## src/rtl/mem_ctrl_pkg.sv

```systemverilog
// Shared definitions for the memory controller: FSM encoding and byte-strobe constants.
package mem_ctrl_pkg;

  typedef enum logic [2:0] {
    ST_IDLE  = 3'd0,
    ST_IF_RD = 3'd1,
    ST_D_RD  = 3'd2,
    ST_D_RMW = 3'd3,
    ST_D_WR  = 3'd4,
    ST_RESP  = 3'd5
  } state_t;

  localparam logic [3:0] STRB_WORD = 4'b1111;
  localparam logic [3:0] STRB_NONE = 4'b0000;

endpackage

```

## src/rtl/mem_byte_merge.sv

```systemverilog
// Combinational byte-lane merge: strobed lanes come from new_word, the rest from old_word.
module mem_byte_merge (
  input  logic [31:0] old_word,
  input  logic [31:0] new_word,
  input  logic [3:0]  strb,
  output logic [31:0] merged
);

  for (genvar i = 0; i < 4; i++) begin : g_lane
    assign merged[8*i +: 8] = strb[i] ? new_word[8*i +: 8] : old_word[8*i +: 8];
  end

endmodule

```

## src/rtl/mem_ctrl.sv

```systemverilog
// Single-port-per-requester memory controller arbitrating an instruction fetch port and a
// data port (loads, full/partial stores via read-modify-write) onto a 2R/1W word memory.
//
// state    | meaning
// ---------+-----------------------------------------------------------
// IDLE     | ready for a new request, data port has priority
// IF_RD    | fetch read on port 1, capture instruction word
// D_RD     | load read on port 2, capture data word
// D_RMW    | partial store: read old word on port 2
// D_WR     | write (full word or merged word)
// RESP     | one-cycle ack to the requester that was accepted
module mem_ctrl
  import mem_ctrl_pkg::*;
#(
  parameter int ADDR_WIDTH = 10
) (
  input  logic                  clk,
  input  logic                  rst_n,
  input  logic                  if_req,
  input  logic [ADDR_WIDTH-1:0] if_addr,
  output logic                  if_rdy,
  output logic                  if_ack,
  output logic [31:0]           if_rdata,
  input  logic                  d_req,
  input  logic                  d_wr,
  input  logic [ADDR_WIDTH-1:0] d_addr,
  input  logic [3:0]            d_strb,
  input  logic [31:0]           d_wdata,
  output logic                  d_rdy,
  output logic                  d_ack,
  output logic [31:0]           d_rdata,
  output logic                  d_err,
  output logic [ADDR_WIDTH-3:0] m_raddr1,
  output logic [ADDR_WIDTH-3:0] m_raddr2,
  output logic [ADDR_WIDTH-3:0] m_waddr,
  output logic                  m_rden1,
  output logic                  m_rden2,
  output logic                  m_wren,
  output logic [31:0]           m_wdata,
  input  logic [31:0]           m_rdata1,
  input  logic [31:0]           m_rdata2
);

  state_t state, state_nxt;

  logic [ADDR_WIDTH-3:0] idx_q;
  logic [3:0]            strb_q;
  logic [31:0]           wdata_q;
  logic [31:0]           old_q;
  logic                  err_q;
  logic                  dsel_q;

  logic acc_d, acc_if, err_nxt;
  logic [31:0] merged;

  mem_byte_merge u_merge (
    .old_word (old_q),
    .new_word (wdata_q),
    .strb     (strb_q),
    .merged   (merged)
  );

  always_comb begin
    state_nxt = state;
    acc_d     = 1'b0;
    acc_if    = 1'b0;
    err_nxt   = 1'b0;
    case (state)
      ST_IDLE: begin
        if (d_req) begin
          acc_d = 1'b1;
          if (d_strb == STRB_WORD && d_addr[1:0] != 2'b00) begin
            err_nxt   = 1'b1;
            state_nxt = ST_RESP;
          end else if (!d_wr) begin
            state_nxt = ST_D_RD;
          end else if (d_strb == STRB_NONE) begin
            state_nxt = ST_RESP;
          end else if (d_strb == STRB_WORD) begin
            state_nxt = ST_D_WR;
          end else begin
            state_nxt = ST_D_RMW;
          end
        end else if (if_req) begin
          acc_if    = 1'b1;
          state_nxt = ST_IF_RD;
        end
      end
      ST_IF_RD: state_nxt = ST_RESP;
      ST_D_RD:  state_nxt = ST_RESP;
      ST_D_RMW: state_nxt = ST_D_WR;
      ST_D_WR:  state_nxt = ST_RESP;
      ST_RESP:  state_nxt = ST_IDLE;
      default:  state_nxt = ST_IDLE;
    endcase
  end

  always_ff @(posedge clk or negedge rst_n) begin
    if (!rst_n) begin
      state    <= ST_IDLE;
      idx_q    <= '0;
      strb_q   <= '0;
      wdata_q  <= '0;
      old_q    <= '0;
      err_q    <= 1'b0;
      dsel_q   <= 1'b0;
      if_rdata <= '0;
      d_rdata  <= '0;
    end else begin
      state <= state_nxt;
      if (acc_d) begin
        idx_q   <= d_addr[ADDR_WIDTH-1:2];
        strb_q  <= d_strb;
        wdata_q <= d_wdata;
        err_q   <= err_nxt;
        dsel_q  <= 1'b1;
      end else if (acc_if) begin
        idx_q  <= if_addr[ADDR_WIDTH-1:2];
        err_q  <= 1'b0;
        dsel_q <= 1'b0;
      end
      if (state == ST_IF_RD) if_rdata <= m_rdata1;
      if (state == ST_D_RD)  d_rdata  <= m_rdata2;
      if (state == ST_D_RMW) old_q    <= m_rdata2;
    end
  end

  assign if_rdy = (state == ST_IDLE);
  assign d_rdy  = (state == ST_IDLE);
  assign if_ack = (state == ST_RESP) && !dsel_q;
  assign d_ack  = (state == ST_RESP) && dsel_q;
  assign d_err  = (state == ST_RESP) && dsel_q && err_q;

  assign m_rden1  = (state == ST_IF_RD);
  assign m_rden2  = (state == ST_D_RD) || (state == ST_D_RMW);
  assign m_wren   = (state == ST_D_WR);
  assign m_raddr1 = idx_q;
  assign m_raddr2 = idx_q;
  assign m_waddr  = idx_q;
  // Full-word stores pass straight through the merge since every lane is strobed.
  assign m_wdata  = merged;

endmodule

```

## config.mk

```make
export PLATFORM = sky130hd
export DESIGN_NAME = mem_ctrl
export DESIGN_NICKNAME = d
export VERILOG_FILES = /design/src/rtl/mem_ctrl_pkg.sv /design/src/rtl/mem_byte_merge.sv /design/src/rtl/mem_ctrl.sv
export SDC_FILE = /design/constraint.sdc
export NUM_CORES = 1
export LEC_CHECK = 0
export CELL_PAD_IN_SITES_DETAIL_PLACEMENT = 1
export CELL_PAD_IN_SITES_GLOBAL_PLACEMENT = 1
export CORE_ASPECT_RATIO = 0.9
export CORE_UTILIZATION = 33
export DETAILED_ROUTE_END_ITERATION = 10
export PLACE_DENSITY_LB_ADDON = 0.1
export SLEW_MARGIN = 20
export SYNTH_ARGS = -nofsm -noshare
export SYNTH_HDL_FRONTEND = slang
export SYNTH_SLANG_ARGS = --single-unit
```

## constraint.sdc

```tcl
create_clock -name clk -period 2.15 [get_ports clk]
set_clock_uncertainty 0.2 [all_clocks]
set_input_delay 0.43 -clock clk [delete_from_list [all_inputs] [get_ports clk]]
set_output_delay 0.43 -clock clk [all_outputs]
set_load 0.02 [all_outputs]
```

==> flow_summary_export.csv, run 1 <==
group,metric,value,unit
setup_path,critPathKind,"reg -> out",
floorplanning,die_area,19300,µm²
synthesis,synth_top_area_frac,0.586,
timing,hold_violations,0,
cts,h-tree-depth,4,
routing,drcViolationCount,0,
cts,cts_sinks,145,
job,maxCapViolations,0,
place,place_hpwl,12500,µm
floorplanning,rows,47,
setup_path,critPathLaunchType,"flip-flop",
routing,dr.pass1.iters,4,
pwr,pwr-share-seq,0.317,
grt,globalRoute.totalOverflow,0,
cts,worstSkewPairLatency,0.41,ns
timing,fin_crit_sh,0.984,
synthesis,synth_seq_cells,145,
layout,syn_to_final_growth,53.8,%
setup_path,r2r-start,"state[2]",
grt,grt_pass1_vias,5257,
layout,utilization,0.519,
floorplanning,core_area,18300,µm²
routing,detail-route-antenna-nets,0,
timing,min_period,2.12,ns
synthesis,syn_area_per_cell,12.8,µm²
pwr,peakVddDrop,0.000743,V
setup_path,reg2reg_slack,0.19,ns
setup_path,worst-path-max-fanout,8,
cts,cts_root_buf,"clkbuf_16",
pwr,p_sw_frac,0.366,
setup_path,endpoint_kind,"output port",
synthesis,synth_area,6190,µm²
timing,holdWs,0.257,ns
timing,grt_setup_unrepaired,"true",
setup_path,r2r-end,"d_rdata[3]",
synthesis,synth_cells,485,
timing,tightest_slew,0.400,ns
pwr,pwr-share-comb,0.495,
grt,grt_pass1_wl,28400,µm
setup_path,crit_arrival,1.49,ns
timing,setup_viol,0,
synthesis,synth.net_count,610,
timing,max-slew-margin-rel,0.733,
grt,antenna_found_initial,0,
floorplanning,die_w,146,µm
cts,clk_pin_slew,0.06,ns
synthesis,synth_area_leaders,"dfrtp_1, mux2_2, nand2_1",
routing,num_vias,4658,
cts,clockBufferDepth,2,
pwr,power_density,1600,nW/µm²
place,io_buffer_count,250,
layout,antenna_cells,0,
floorplanning,die-height,132,µm
pwr,power.total,15.2,mW
pwr,p_int,9.66,mW
pwr,power.switching,5.58,mW
setup_path,critPathRequiredTime,1.52,ns
layout,nets,863,
place,finalWeightedCongestion,0.755,
layout,final_common_cell,"clkdlybuf4s50_1",
timing,fmax,473,MHz
layout,final_cell_area,9520,µm²
cts,cts_made_buffers,17,
routing,drt_iter0_drc,131,
synthesis,ys_warn_count,0,
pwr,p_leak,4.26,nW
floorplanning,start_util,0.337,
synthesis,ys_types,31,
status,run_status,"completed",
routing,avgViaCountPerCell,4.68,
routing,wirelength,17400,µm
synthesis,yosysTopAreaCell,"dfrtp_1",
cts,cts_tree,"done",
layout,layout_common_cells,"clkdlybuf4s50_1, dfrtp_1, mux2_2",
layout,final_cells,996,
synthesis,synth-seq-area-share,0.586,
worst_hold_path,hp-class,"in -> async",
place,placedInstanceArea,9010,µm²
layout,drive_above_1_share,0.314,
grt,grt_max_degree,59,
place,dp.cells,961,
timing,slew_viol_final,0,
routing,wl_per_cell,17.5,µm
floorplanning,ios,253,
pwr,clkPwrFrac,0.189,
grt,track_usage,0.189,
setup_path,rr_worst_depth,6,
## through the flow
stage               setup slack (ns)  TNS [ns]
finish                        0.0343         0
global route                 -0.0128   -0.0228
floorplan                      0.286         0
global placement             0.00861         0
detailed placement          -0.00638  -0.00638
CTS                          -0.0134   -0.0278
## Yosys cell counts
master      n
a31oi_1     2
a22oi_1     8
nand4_1     1
nor3b_1     1
nor4b_4     1
inv_1       3
nand2_1   119
o21bai_1    1
dfrtp_1   145
and2_0      1
and2_1      1
buf_4      20
or3_1       1
clkbuf_1    4
nor4b_2     1
a32oi_1     7
nor2_1      2
a41o_1      1
and3_1      2
or2_2       1
buf_6       7
nor2b_1     4
o21ai_0     6
or4_1       1
mux2_2    124
mux2_1      4
or4b_4      1
and2b_1     1
a21oi_2     1
o311ai_0    1
buf_2      13
## power by group through the flow
| stage | clock network [mW] | registers, mW | logic, mW |
|---|---|---|---|
| 6_report | 2.88 | 4.83 | 7.54 |
| 5_1_grt | 3.07 | 5.01 | 8.04 |
| 4_1_cts | 2.97 | 4.84 | 7.58 |
| 3_5_place_dp | 0 | 4.88 | 7.93 |
| 3_3_place_gp | 0 | 4.76 | 7.79 |
| 2_1_floorplan | 0 | 5.53 | 3.65 |
## cell type report
class	count	area, µm²
Fill cell	1889	8830
Inverter	3	11.3
Sequential cell	145	3630
Multi-Input combinational cell	293	2280
Tap cell	245	307
Timing Repair Buffer	278	2710
Clock inverter	13	136
Clock buffer	19	443
## cells by family after synthesis
logic type / count (synthesis) / synth area share
flops: 145 / 0.586
simple gates: 138 / 0.0967
mux: 128 / 0.233
buf+inv: 47 / 0.0518
compound gates: 27 / 0.0322
## critical path: stages (launching register included)
cell,delay [ns]
dfrtp_1,0.37
buf_6,0.14
buf_6,0.12
mux2_4,0.30
buf_6,0.13
## state kept, by name, summed over array words and instances (netlist names)
name	flops
dsel_q	1
if_rdata	32
m_raddr1	8
state	3
d_rdata	32
wdata_q	32
err_q	1
old_q	32
strb_q	4
## timing repair
item,in CTS,in global routing
hold endpoints to repair,37,0
hold buffers,1,0
buffers inserted,1,1
setup endpoints to repair,40,31
resized for setup,153,33
## routing by layer
| layer | part of all wire | GRT usage | vias to the layer above |
|---|---|---|---|
| met5 | 0 | 0 | - |
| met4 | 0.012 | 0.0550 | 0 |
| met3 | 0.063 | 0.0633 | 18 |
| met2 | 0.51 | 0.327 | 141 |
| met1 | 0.42 | 0.223 | 2351 |
| li1 | - | - | 2148 |
## worst max path at each step
stage,cells past startpoint,end,slack (ns),start
final,4,m_wdata[10],0.03,strb_q[1]
after global routing,4,m_wdata[10],-0.01,strb_q[1]
after CTS,4,m_wdata[13],-0.01,strb_q[1]
after detailed placement,4,d_err,-0.006,state[1]
after global placement,3,if_rdy,0.009,state[0]
after floorplan,4,if_rdy,0.29,state[0]
Power figures use the tool's default switching activity.
==> inputs of run 2 (changes only) <==
--- a/config.mk
+++ b/config.mk
@@ -5,13 +5,15 @@
 export SDC_FILE = /design/constraint.sdc
 export NUM_CORES = 1
 export LEC_CHECK = 0
+export ABC_AREA = 1
 export CELL_PAD_IN_SITES_DETAIL_PLACEMENT = 1
 export CELL_PAD_IN_SITES_GLOBAL_PLACEMENT = 1
 export CORE_ASPECT_RATIO = 0.9
-export CORE_UTILIZATION = 33
+export CORE_UTILIZATION = 31
 export DETAILED_ROUTE_END_ITERATION = 10
 export PLACE_DENSITY_LB_ADDON = 0.1
 export SLEW_MARGIN = 20
 export SYNTH_ARGS = -nofsm -noshare
 export SYNTH_HDL_FRONTEND = slang
 export SYNTH_SLANG_ARGS = --single-unit
+export TNS_END_PERCENT = 10
==> run 2 against run 1 <==
Net effect:
- cell count is 19% higher
- clock power is 8.3% higher
- clock-buffer cell count is 1 lower
- non-clock buffer count is 7 lower
- area after synthesis is 0.32% lower
- sequential share of layout area is 0.71 points higher
- cell area is 1.7% lower
- sequential power is 3% higher
- largest cell class unchanged
- largest power group unchanged
- highest routed layer unchanged
==> flow_summary_export.csv, run 2 <==
group,metric,value,unit
status,run_status,"completed",
timing,hold_violations,0,
routing,drcViolationCount,0,
timing,fmax,469,MHz
grt,grt_pass1_vias,5908,
synthesis,synth_edf_count,0,
synthesis,ys_types,23,
setup_path,crit_buf_inv,2,
floorplanning,rows,48,
synthesis,synth_ff_type,"dfrtp_1",
layout,nFillCells,2220,
setup_path,crit_chain,"buf_4 > mux2_2 > buf_2",
cts,cts_tree,"done",
grt,track_usage,0.199,
synthesis,syn_area_per_cell,9.03,µm²
pwr,power_density,1650,nW/µm²
floorplanning,core_area,19300,µm²
synthesis,synth_compound_area_frac,0.0749,
timing,tightest_slew,0.972,ns
setup_path,critPathRequiredTime,1.52,ns
setup_path,worst-path-max-fanout,6,
cts,clockBufferDepth,2,
layout,final_cells,1186,
worst_hold_path,hp-class,"in -> async",
synthesis,synthMuxAreaShare,0.0584,
pwr,power.total,15.4,mW
synthesis,synthMostInstantiatedCell,"nand2_1",
synthesis,synth.net_count,808,
synthesis,synth-seq-area-share,0.588,
routing,avgViaCountPerCell,4.52,
grt,grt_pass1_wl,31000,µm
layout,drive_above_1_share,0.150,
grt,globalRoute.totalOverflow,0,
setup_path,crit_arrival,1.50,ns
place,finalWeightedCongestion,0.751,
setup_path,cpPeakStageDelay,0.45,ns
pwr,p_leak,4.61,nW
grt,antenna_found_initial,0,
setup_path,critPathLaunchType,"flip-flop",
synthesis,synth_top_area_frac,0.588,
timing,tns,0,ns
synthesis,synth-adder-area-share,0,
floorplanning,die_w,151,µm
synthesis,ys_warn_count,0,
setup_path,endpoint_kind,"output port",
routing,drt_iter0_drc,174,
floorplanning,die_area,20500,µm²
timing,fin_crit_sh,0.992,
floorplanning,start_util,0.319,
layout,layout_common_cells,"nand2_1, clkdlybuf4s50_1, dfrtp_1",
synthesis,synth_area,6170,µm²
timing,min_period,2.13,ns
routing,dr.pass1.iters,4,
floorplanning,die-height,136,µm
synthesis,yosys-top-cells-count,"nand2_1, dfrtp_1, o21ai_0, inv_1, mux2_2",
cts,worstSkewPairLatency,0.41,ns
cts,clk_pin_slew,0.06,ns
place,dp.cells,1145,
routing,wirelength,19400,µm
timing,grt_setup_unrepaired,"true",
synthesis,synth_top_family_by_area,"simple AND/OR/NAND/NOR gates",
setup_path,slowest_stage,"dfrtp_2",
floorplanning,ios,253,
layout,antenna_cells,0,
setup_path,critPathKind,"reg -> out",
cts,cts_root_buf,"clkbuf_16",
synthesis,yosysTopAreaCell,"dfrtp_1",
routing,detail-route-antenna-nets,0,
cts,cts_sinks,145,
timing,slew_viol_final,0,
job,maxCapViolations,0,
layout,nets,1048,
synthesis,synth_cells,683,
layout,final_common_cell,"nand2_1",
layout,final_cell_area,9350,µm²
synthesis,synthSimpleGateAreaFrac,0.195,
timing,setup_viol,0,
synthesis,synth-async-reset-ratio,1.00,
place,place_hpwl,13800,µm
place,placedInstanceArea,8820,µm²
pwr,peakVddDrop,0.000764,V
layout,syn_to_final_growth,51.7,%
cts,h-tree-depth,4,
routing,num_vias,5365,
routing,wl_per_cell,16.3,µm
synthesis,synth_seq_cells,145,
synthesis,synth_area_leaders,"dfrtp_1, nand2_1, o21ai_0",
cts,cts_made_buffers,17,
setup_path,cp_top_family,"flip-flops",
place,io_buffer_count,250,
timing,max-slew-margin-rel,0.351,
grt,grt_max_degree,66,
synthesis,synth_xor_area_frac,0,
-- run 2: changes by cell type after synthesis, sizes merged, moves of 5 or more --
cell,before,now
a22oi,8,0
a32oi,7,0
inv,3,55
mux2,128,32
nand2,119,286
nand3,0,5
nor2,2,15
o21ai,6,87
-- run 2: cell type report --
cell class	count	area [µm²]	share of cell area
clock buffer	18	439	0.0470
clock inverter	14	181	0.0194
inverter	55	206	0.0221
multi-input combinational	433	2030	0.217
sequential	145	3630	0.388
tap	250	313	0.0334
timing repair buffer	271	2550	0.273
-- run 2: metal layers --
metal,track usage,share of wire
met5,0,0
met1,0.236,0.42
met2,0.338,0.49
met3,0.0678,0.080
met4,0.0600,0.013
-- run 2: path summary, 6_finish.rpt --
kind                             start            to  slack [ns]  depth (start not counted)
max                          strb_q[2]   m_wdata[16]        0.02                          3
min                              rst_n   m_raddr1[7]        0.28                          2
max reg2reg                   state[2]    d_rdata[1]        0.22                          5
min reg2reg                wdata_q[27]   wdata_q[27]        0.28                          2
max in group asynchronous        rst_n  if_rdata[11]        0.80                          3
min in group clk           wdata_q[27]   wdata_q[27]        0.28                          2
-- run 2: logic make-up after synthesis --
logic type             count (synthesis)
buffers and inverters                105
DFF                                  145
muxes                                 32
AOI/OAI and AO/OA                     90
and+or+nand+nor                      311
-- run 2: where the power goes --
| group | leakage [nW] | internal (mW) | switching [mW] |
|---|---|---|---|
| registers | 1.76 | 4.09 | 0.874 |
| logic | 2.55 | 3.24 | 4.08 |
| clock network | 0.295 | 1.88 | 1.24 |
| total | 4.61 | 9.21 | 6.20 |
-- run 2: per-stage QoR --
step	util	hold WS (ns)	setup slack, ns
detailed placement	0.456	0.156	-0.0168
global placement	0.456	0.158	-0.0168
global route	0.484	0.304	-0.0311
floorplan	-	-0.0656	0.512
finish	0.484	0.281	0.0163
CTS	0.487	0.281	-0.0629
-- run 2: repair_timing --
item / in CTS / in global routing
setup buffers: 8 / 0
gates resized for setup: 138 / 28
hold endpoints to repair: 32 / 0
hold buffers: 1 / 0
setup endpoints to repair: 40 / 30
==> inputs of run 3 (changes only) <==
--- a/config.mk
+++ b/config.mk
@@ -11,6 +11,7 @@
 export CORE_ASPECT_RATIO = 0.9
 export CORE_UTILIZATION = 31
 export DETAILED_ROUTE_END_ITERATION = 10
+export HOLD_SLACK_MARGIN = 0.1
 export PLACE_DENSITY_LB_ADDON = 0.1
 export SLEW_MARGIN = 20
 export SYNTH_ARGS = -nofsm -noshare
==> results of run 3 <==
Same layout as run 2: the final DEF is identical, and so are final timing and power.
